File: config.mk
export PLATFORM = sky130hd
export DESIGN_NAME = qspi_arb_flat
export DESIGN_NICKNAME = d
export VERILOG_FILES = /design/src/rtl/qspi_arb_if.sv /design/src/rtl/qspi_arb.sv /design/src/flat_wrapper.sv
export SDC_FILE = /design/constraint.sdc
export NUM_CORES = 1
export LEC_CHECK = 0
export ABC_AREA = 1
export CORE_MARGIN = 10
export CORE_UTILIZATION = 40
export DETAILED_ROUTE_END_ITERATION = 7
export DONT_BUFFER_PORTS = 1
export SYNTH_ARGS = -nofsm -noshare
export SYNTH_HDL_FRONTEND = slang
export SYNTH_SLANG_ARGS = --single-unit
File: constraint.sdc
create_clock -name clk -period 1.89 [get_ports clk]
set_input_delay 0.189 -clock clk [delete_from_list [all_inputs] [get_ports clk]]
set_output_delay 0.189 -clock clk [all_outputs]
set_load 0.05 [all_outputs]
File: src/rtl/qspi_arb_if.sv
// Bundle between the line requesters (dcache, icache, aux), the QSPI engine and the arbiter.
// Requests are level-held until the matching grant; grant and q_req hold for the whole transfer; done/err/q_done are single-cycle pulses.
interface qspi_arb_if #(
    parameter int TW = 22
) ();
    logic          d_req;
    logic          d_write;
    logic          d_lock;
    logic [TW-1:0] d_tag;
    logic          i_req;
    logic [TW-1:0] i_tag;
    logic          x_req;
    logic          x_write;
    logic [TW-1:0] x_tag;
    logic [1:0]    rom_mode;
    logic          q_done;

    logic          d_grant;
    logic          i_grant;
    logic          x_grant;
    logic          d_done;
    logic          i_done;
    logic          x_done;
    logic          err;
    logic          q_req;
    logic          q_write;
    logic          q_i_d;
    logic [1:0]    q_mem;
    logic [TW-1:0] q_paddr;
    logic [1:0]    fsm_state;

    modport slave (
        input  d_req, d_write, d_lock, d_tag, i_req, i_tag,
               x_req, x_write, x_tag, rom_mode, q_done,
        output d_grant, i_grant, x_grant, d_done, i_done, x_done,
               err, q_req, q_write, q_i_d, q_mem, q_paddr, fsm_state
    );

    modport master (
        output d_req, d_write, d_lock, d_tag, i_req, i_tag,
               x_req, x_write, x_tag, rom_mode, q_done,
        input  d_grant, i_grant, x_grant, d_done, i_done, x_done,
               err, q_req, q_write, q_i_d, q_mem, q_paddr, fsm_state
    );
endinterface

File: src/rtl/qspi_arb.sv
// Three-way line-transfer arbiter in front of a QSPI engine: fixed d>i>x priority with
// starvation promotion for i/x, optional dcache lock, and a per-transfer timeout.
module qspi_arb #(
    parameter int PA          = 24,
    parameter int LINE_LENGTH = 4,
    parameter int STARVE      = 4,
    parameter int TIMEOUT     = 255
) (
    input logic       clk,
    input logic       reset,
    qspi_arb_if.slave bus
);
    localparam int TW = PA - $clog2(LINE_LENGTH);

    typedef enum logic [1:0] {IDLE = 2'd0, XFER = 2'd1, DONE = 2'd2} state_t;
    typedef enum logic [1:0] {W_D = 2'd0, W_I = 2'd1, W_X = 2'd2} who_t;

    state_t        state_q, state_d;
    who_t          who_q, win;
    logic          win_valid;
    logic          write_q;
    logic [TW-1:0] tag_q;
    logic          err_q;
    logic          lock_q;
    logic [2:0]    i_starve_q, x_starve_q;
    logic [7:0]    tmo_q;
    logic          i_starved, x_starved, timeout, xfer, done_st;
    logic [1:0]    mem_sel;

    assign i_starved = (i_starve_q == 3'(STARVE));
    assign x_starved = (x_starve_q == 3'(STARVE));
    assign timeout   = (tmo_q == 8'(TIMEOUT - 1));

    // A pending lock restricts the arbitration to the dcache alone.
    always_comb begin
        win_valid = 1'b0;
        win       = W_D;
        if (lock_q) begin
            win_valid = bus.d_req;
        end else if (bus.i_req && i_starved) begin
            win_valid = 1'b1;
            win       = W_I;
        end else if (bus.x_req && x_starved) begin
            win_valid = 1'b1;
            win       = W_X;
        end else if (bus.d_req) begin
            win_valid = 1'b1;
        end else if (bus.i_req) begin
            win_valid = 1'b1;
            win       = W_I;
        end else if (bus.x_req) begin
            win_valid = 1'b1;
            win       = W_X;
        end
    end

    always_comb begin
        state_d = state_q;
        case (state_q)
            IDLE:    if (win_valid) state_d = XFER;
            XFER:    if (bus.q_done || timeout) state_d = DONE;
            default: state_d = IDLE;
        endcase
    end

    always_ff @(posedge clk or negedge reset) begin
        if (!reset) begin
            state_q    <= IDLE;
            who_q      <= W_D;
            write_q    <= 1'b0;
            tag_q      <= '0;
            err_q      <= 1'b0;
            lock_q     <= 1'b0;
            i_starve_q <= 3'd0;
            x_starve_q <= 3'd0;
            tmo_q      <= 8'd0;
        end else begin
            state_q <= state_d;
            case (state_q)
                IDLE: begin
                    if (win_valid) begin
                        who_q  <= win;
                        tmo_q  <= 8'd0;
                        lock_q <= (win == W_D) && bus.d_lock;
                        case (win)
                            W_I: begin
                                tag_q   <= bus.i_tag;
                                write_q <= 1'b0;
                            end
                            W_X: begin
                                tag_q   <= bus.x_tag;
                                write_q <= bus.x_write;
                            end
                            default: begin
                                tag_q   <= bus.d_tag;
                                write_q <= bus.d_write;
                            end
                        endcase
                        if (win == W_I)
                            i_starve_q <= 3'd0;
                        else if (bus.i_req && !lock_q && !i_starved)
                            i_starve_q <= i_starve_q + 3'd1;
                        if (win == W_X)
                            x_starve_q <= 3'd0;
                        else if (bus.x_req && !lock_q && !x_starved)
                            x_starve_q <= x_starve_q + 3'd1;
                    end else begin
                        // Locked but dcache did not come back: give the lock up.
                        lock_q <= 1'b0;
                    end
                end
                XFER: begin
                    tmo_q <= tmo_q + 8'd1;
                    if (state_d == DONE) err_q <= !bus.q_done;
                end
                default: ;
            endcase
        end
    end

    assign xfer    = (state_q == XFER);
    assign done_st = (state_q == DONE);

    always_comb begin
        mem_sel = 2'd0;
        if (xfer) begin
            case (bus.rom_mode)
                2'b00:   mem_sel = tag_q[TW-1] ? 2'd2 : 2'd0;
                2'b01:   mem_sel = 2'd0;
                2'b10:   mem_sel = tag_q[TW-1] ? 2'd1 : 2'd0;
                default: mem_sel = (who_q == W_I || !write_q) ? 2'd1 : 2'd0;
            endcase
        end
    end

    assign bus.d_grant   = xfer && (who_q == W_D);
    assign bus.i_grant   = xfer && (who_q == W_I);
    assign bus.x_grant   = xfer && (who_q == W_X);
    assign bus.d_done    = done_st && (who_q == W_D);
    assign bus.i_done    = done_st && (who_q == W_I);
    assign bus.x_done    = done_st && (who_q == W_X);
    assign bus.err       = done_st && err_q;
    assign bus.q_req     = xfer;
    assign bus.q_write   = xfer && write_q;
    assign bus.q_i_d     = xfer && (who_q == W_I);
    assign bus.q_mem     = mem_sel;
    assign bus.q_paddr   = xfer ? tag_q : '0;
    assign bus.fsm_state = state_q;
endmodule

File: src/flat_wrapper.sv
// flat-port wrapper written by rule: the top's interface ports become plain ports
module qspi_arb_flat 
#(
    parameter int PA          = 24,
    parameter int LINE_LENGTH = 4,
    parameter int STARVE      = 4,
    parameter int TIMEOUT     = 255
)
  (clk, reset, bus_d_req, bus_d_write, bus_d_lock, bus_d_tag, bus_i_req, bus_i_tag, bus_x_req, bus_x_write, bus_x_tag, bus_rom_mode, bus_q_done, bus_d_grant, bus_i_grant, bus_x_grant, bus_d_done, bus_i_done, bus_x_done, bus_err, bus_q_req, bus_q_write, bus_q_i_d, bus_q_mem, bus_q_paddr, bus_fsm_state);
  qspi_arb_if #(.TW((22))) bus_i ();
  input logic clk;
  input logic reset;
  input wire logic [$bits(bus_i.d_req)-1:0] bus_d_req;
  input wire logic [$bits(bus_i.d_write)-1:0] bus_d_write;
  input wire logic [$bits(bus_i.d_lock)-1:0] bus_d_lock;
  input wire logic [$bits(bus_i.d_tag)-1:0] bus_d_tag;
  input wire logic [$bits(bus_i.i_req)-1:0] bus_i_req;
  input wire logic [$bits(bus_i.i_tag)-1:0] bus_i_tag;
  input wire logic [$bits(bus_i.x_req)-1:0] bus_x_req;
  input wire logic [$bits(bus_i.x_write)-1:0] bus_x_write;
  input wire logic [$bits(bus_i.x_tag)-1:0] bus_x_tag;
  input wire logic [$bits(bus_i.rom_mode)-1:0] bus_rom_mode;
  input wire logic [$bits(bus_i.q_done)-1:0] bus_q_done;
  output wire logic [$bits(bus_i.d_grant)-1:0] bus_d_grant;
  output wire logic [$bits(bus_i.i_grant)-1:0] bus_i_grant;
  output wire logic [$bits(bus_i.x_grant)-1:0] bus_x_grant;
  output wire logic [$bits(bus_i.d_done)-1:0] bus_d_done;
  output wire logic [$bits(bus_i.i_done)-1:0] bus_i_done;
  output wire logic [$bits(bus_i.x_done)-1:0] bus_x_done;
  output wire logic [$bits(bus_i.err)-1:0] bus_err;
  output wire logic [$bits(bus_i.q_req)-1:0] bus_q_req;
  output wire logic [$bits(bus_i.q_write)-1:0] bus_q_write;
  output wire logic [$bits(bus_i.q_i_d)-1:0] bus_q_i_d;
  output wire logic [$bits(bus_i.q_mem)-1:0] bus_q_mem;
  output wire logic [$bits(bus_i.q_paddr)-1:0] bus_q_paddr;
  output wire logic [$bits(bus_i.fsm_state)-1:0] bus_fsm_state;
  assign bus_i.d_req = bus_d_req;
  assign bus_i.d_write = bus_d_write;
  assign bus_i.d_lock = bus_d_lock;
  assign bus_i.d_tag = bus_d_tag;
  assign bus_i.i_req = bus_i_req;
  assign bus_i.i_tag = bus_i_tag;
  assign bus_i.x_req = bus_x_req;
  assign bus_i.x_write = bus_x_write;
  assign bus_i.x_tag = bus_x_tag;
  assign bus_i.rom_mode = bus_rom_mode;
  assign bus_i.q_done = bus_q_done;
  assign bus_d_grant = bus_i.d_grant;
  assign bus_i_grant = bus_i.i_grant;
  assign bus_x_grant = bus_i.x_grant;
  assign bus_d_done = bus_i.d_done;
  assign bus_i_done = bus_i.i_done;
  assign bus_x_done = bus_i.x_done;
  assign bus_err = bus_i.err;
  assign bus_q_req = bus_i.q_req;
  assign bus_q_write = bus_i.q_write;
  assign bus_q_i_d = bus_i.q_i_d;
  assign bus_q_mem = bus_i.q_mem;
  assign bus_q_paddr = bus_i.q_paddr;
  assign bus_fsm_state = bus_i.fsm_state;
  qspi_arb #(.PA(PA), .LINE_LENGTH(LINE_LENGTH), .STARVE(STARVE), .TIMEOUT(TIMEOUT)) u_core (.clk(clk), .reset(reset), .bus(bus_i));
endmodule
* Word-level counts from Yosys, hierarchy flattened
Cells that the tools add are included.
** Word-level totals
- Flip-flop bits (word level) :: 43
- Input port bits :: 77
** Operators by class
- Add/subtract/negate cells :: 3
- Equal/unequal tests :: 13
- Multiplexer cells :: 30
- Reductions and logical operators :: 34
** Operators by type and width (number)
- $pmux 22 s2 :: 1
- $mux 22 :: 1
- $mux 2 :: 10
- $pmux 8 s2 :: 1
- $logic_and 1x1->1 :: 15
- $mux 3 :: 4
- $eq 2x2->1 const B :: 5
- $mux 1 :: 9
- $add 8x1->8 const B :: 1
- $eq 2x1->1 const B :: 4
- $eq 8x8->1 const B :: 1
- $logic_not 2->1 :: 4
- $mux 8 :: 1
- $add 3x1->3 const B :: 2
- $eq 3x3->1 const B :: 2
- $pmux 2 s3 :: 1
- $reduce_and 2->1 :: 3
- $reduce_and 3->1 :: 2
- $reduce_bool 2->1 :: 3
- $logic_not 1->1 :: 5
- $pmux 2 s2 :: 1
- $logic_or 1x1->1 :: 2
- $ne 2x1->1 const B :: 1
- $pmux 1 s2 :: 1

* Depth between registers and ports, before layout
- Depth after elaboration :: 10
- Mapped depth :: 15
- Gate-level depth less buffers :: 14

* Worst setup path after synthesis
Ideal clock, no wire load.
- Path type :: register to output
- Start :: register u_core.state_q[0], in the netlist u_core.bus.fsm_state[0]
- End :: output port bus_q_mem[1]
- Data arrival time :: 2506 ps
- Required time :: 1701 ps
- Path slack :: -805 ps
- Cell stages (with the launch flop) :: 4
- Path buffers :: 1
- Cells stage by stage :: dfrtp_1 > nand2_2 > buf_6 > nor4_1
** Between the ends
- Word-level cells in the longest chain between the ends :: 2
** Ends and longest elaborated chain
- from (decl) :: RTL line qspi_arb.sv:18 : state_t state_q, state_d;
- from (signal assigned) :: RTL line qspi_arb.sv:78 : state_q <= state_d;
- $eq 2x1->1 :: RTL line qspi_arb.sv:121 : assign xfer = (state_q == XFER);
- $mux 2 :: RTL line qspi_arb.sv:126 : if (xfer) begin
- to (decl) :: RTL line flat_wrapper.sv:34 : output wire logic [$bits(bus_i.q_mem)-1:0] bus_q_mem;
No other way between the ends.

* Final worst setup path
- Start :: register u_core.x_starve_q[1]
- End :: register u_core.tag_q[1]
** Between the ends
- Word-level cells in the longest chain between the ends :: 7
- Elaborated cells on any way between the ends :: 12
** Ends and longest elaborated chain
- from (decl) :: RTL line qspi_arb.sv:25 : logic [2:0] i_starve_q, x_starve_q;
- from (signal assigned) :: RTL line qspi_arb.sv:106 : x_starve_q <= x_starve_q + 3'd1;
- $eq 3x3->1 * :: RTL line qspi_arb.sv:31 : assign x_starved = (x_starve_q == 3'(STARVE));
- $logic_and 1x1->1 * :: RTL line qspi_arb.sv:43 : end else if (bus.x_req && x_starved) begin
- $mux 2 * :: RTL line qspi_arb.sv:43
- $mux 2 * :: RTL line qspi_arb.sv:40 : end else if (bus.i_req && i_starved) begin
- $mux 2 * :: RTL line qspi_arb.sv:38 : if (lock_q) begin
- net u_core.win[1] :: RTL line qspi_arb.sv:19 : who_t who_q, win;
- $eq 2x2->1 or $eq 2x1->1 (tied branches) :: RTL line qspi_arb.sv:85 : case (win)
- $pmux 22 s2 * :: RTL line qspi_arb.sv:85
- to (signal assigned) :: RTL line qspi_arb.sv:87 : tag_q <= bus.i_tag;
- to (signal assigned) :: RTL line qspi_arb.sv:91 : tag_q <= bus.x_tag;
- to (signal assigned) :: RTL line qspi_arb.sv:95 : tag_q <= bus.d_tag;
- to (decl) :: RTL line qspi_arb.sv:22 : logic [TW-1:0] tag_q;
The timed path passes the listed nets; every way through them passes the cells marked *.
A chain may end at the register's enable or synchronous reset.

==> metrics.txt <==
Pins Over Slew Limit 0; initial antenna violation count 0; PortBufs 0; Synth top cells by count 185 x nand2_1, 58 x nand3_1, 55 x inv_1; Comb power frac 65.3%; worst-path fanout max 7; setup ws final -0.0562 ns; r2r endpoint u_core.tag_q[1]; Fin. Hold Viols 0; GRT Total Usage 15.7%; total CTS buffers 5; Overflow after GRT 0; DR vias/cell 4.92; Ys Warns 0; # rows 30; P_sw 3430 uW; ant diodes 0; clk_skew 0.00337 ns; clk sink count 43; Sw Ratio 51.2%; Layout area overhead 42.0%; clock tree buffer depth 2; final core occ 59.5%; # DRC 0; CP endpoint u_core.tag_q[1]; largest cells by area after synthesis dfrtp_1 37%, nand2_1 24%, nand3_1 10%, inv_1 7.1%, nor2_1 4.9%; DP Wirelength 6.33 mm; worst r2r src u_core.x_starve_q[1]; crit share post-route 103%; initial core utilization 41.9%; number of global-route vias before repair 2933; crit path time final 1.95 ns; full die area 11000 um^2; final WL 9.19 mm; ys async rst share 100%; failing checks setup timing; post-DR wirelength/cell 15.6 um; CTS root buffer clkbuf_8; Slew HR 74.0%; sequential share of the synthesized area 37.2%; Worst setup EP type flop; top-count cell post-synth nand2_1; Synth top area share 37.2%; CTS tree built; Reg clk slew, reported paths 0.08 ns; power per cell area 1630 nW/um^2; Net Count, Synth 526; largest net degree at the start of global routing 44; 1st-pass router iterations 5; Startpoint Class flop; Int Power 3270 uW; Main synth FF type dfrtp_1; total power 6700 uW; FF+latch area 1080 um^2; final setup fails 23; Nets 580; area occupied by multi-input gates 1870 um^2; RSZ-0062 raised after global routing true; detailed-route via count 2904; Fin Hold WS 0.0456 ns; first-pass GRT wire length 14.6 mm; Yosys reg bits 43; Worst R2R Path Depth 13; Die Height 105 um; slew of the pin with the lowest slew margin 0.390 ns; fmax 514 MHz; Max VDD drop 0.000686 V; biggest area consumer among synthesized cells dfrtp_1; Crit. Startpoint u_core.x_starve_q[1]; post-route cell area 4110 um^2; Clock power frac 10.4%; placed cell area 3460 um^2; DP Worst Slack -0.0558 ns; Synth Cell Area 2900 um^2; CP required 2.07 ns; r2r setup slk -0.06 ns; Seq pwr share 24.3%; layout cells sized above 1 35.8%; Mapped Avg Cell Area 6.58 um^2; Post-synth EDFFs 0; Die W 105 um; IO Count 113; Core Footprint 6910 um^2; Worst Hold Class in2reg; Iter 0 DRT Violations 97; Critical Path AT 2.13 ns; status complete, but fails checks; Syn Inst Count 440; Antenna Violating Nets Remaining 0; CTS H-Tree Depth 2; P_leak 0.00212 uW; routability cong. 0.821; filler cell count 647; CP Class reg2reg; MaxCap Viol Count 0; Netlist cell types 28; Clock Latency Late Sink 0.29 ns
-- cell families (layout without fill, tap and decap cells) --
| kind of cell | count (synthesis) | after routing | synth area share (%) |
|---|---|---|---|
| adder cells (fa/ha/maj) | 9 | 9 | 3.89 |
| AND/OR/NAND/NOR | 299 | 299 | 44.2 |
| buffers and inverters | 76 | 130 | 12.3 |
| flip-flops | 43 | 43 | 37.2 |
| AO/OA/AOI/OAI | 13 | 13 | 2.42 |
-- cell usage in the layout (no fill, tap or decap), types with 3 or more instances in the layout --
cell / instances
clkbuf_8: 5
a21oi_1: 3
buf_4: 46
o21ai_0: 6
nand3_4: 3
nand2_2: 31
nand4_1: 5
inv_1: 49
buf_16: 4
ha_1: 4
nand3_2: 22
nand3_1: 34
buf_6: 5
nor2_2: 20
ha_4: 4
nand2_4: 6
dfrtp_1: 42
buf_12: 6
inv_2: 6
nor2_1: 17
nand2_1: 149
-- what timing repair did --
| action | 4_1_cts | 5_1_grt |
|---|---|---|
| pin swaps | 10 | 33 |
| gates cloned | 4 | 2 |
| hold buffers | 2 | 0 |
| gates resized for setup | 31 | 67 |
| hold endpoints to repair | 43 | 0 |
| setup endpoints to repair | 29 | 29 |
| setup buffers | 6 | 3 |
-- per-layer routing --
metal / wire [um] / global-route usage, % / vias up
li1: - / - / 1465
met1: 3820 / 18.4 / 1357
met2: 4790 / 28.4 / 78
met3: 525 / 4.05 / 4
met4: 53 / 2.35 / 0
met5: 0 / 0 / -
-- per-stage QoR --
stage               cells  TNS (ns)
floorplan             440    -0.920
finish                590    -0.724
detailed placement    569    -0.472
CTS                   585   -0.0952
global placement      569    -0.172
global route          590     -2.65
-- registers in the layout, summed over array words and instances (netlist names) --
| signal | count |
|---|---|
| u_core.x_starve_q | 3 |
| u_core.lock_q | 1 |
| u_core.tag_q | 22 |
| u_core.write_q | 1 |
| u_core.i_starve_q | 3 |
| u_core.err_q | 1 |
| u_core.who_q | 2 |
| u_core.tmo_q | 8 |
| u_core.bus.fsm_state | 2 |
-- area by class of cell --
cell class,instances,area share [%]
Multi-Input combinational cell,321,45.5
Sequential cell,43,26.2
Timing Repair Buffer,65,17.2
Inverter,58,5.72
Tap cell,96,2.92
Clock buffer,6,1.76
Clock inverter,1,0.730
-- power by group through the flow --
stage | Sequential, uW | Clock, uW | Combinational, uW
after floorplan | 1630 | 0 | 2800
after global placement | 1620 | 0 | 3730
after CTS | 1620 | 725 | 3990
final | 1630 | 694 | 4380
after global routing | 1690 | 764 | 4790
after detailed placement | 1640 | 0 | 3790
-- critical path, cell delays in order, from the launching register on --
cell	delay (ns)
dfrtp_1	0.38
inv_1	0.06
ha_2	0.21
nand3_4	0.10
a21oi_4	0.16
inv_2	0.07
ha_4	0.30
buf_6	0.13
inv_8	0.05
buf_12	0.14
nand2_2	0.06
nand3_2	0.07
nand2_1	0.06
nand2_1	0.06
-- how the worst min path moves through the flow --
stage	start	end	slack [ns]	cells after the start
after CTS	bus_d_lock	u_core.lock_q	0.03	2
final	bus_d_lock	u_core.lock_q	0.05	2
after global routing	bus_d_lock	u_core.lock_q	0.05	2
after global placement	reset	u_core.bus.fsm_state[1]	-0.10	0
after detailed placement	reset	u_core.tmo_q[7]	-0.10	0
after floorplan	reset	u_core.bus.fsm_state[0]	-0.11	0
Power figures use the tool's default switching activity.
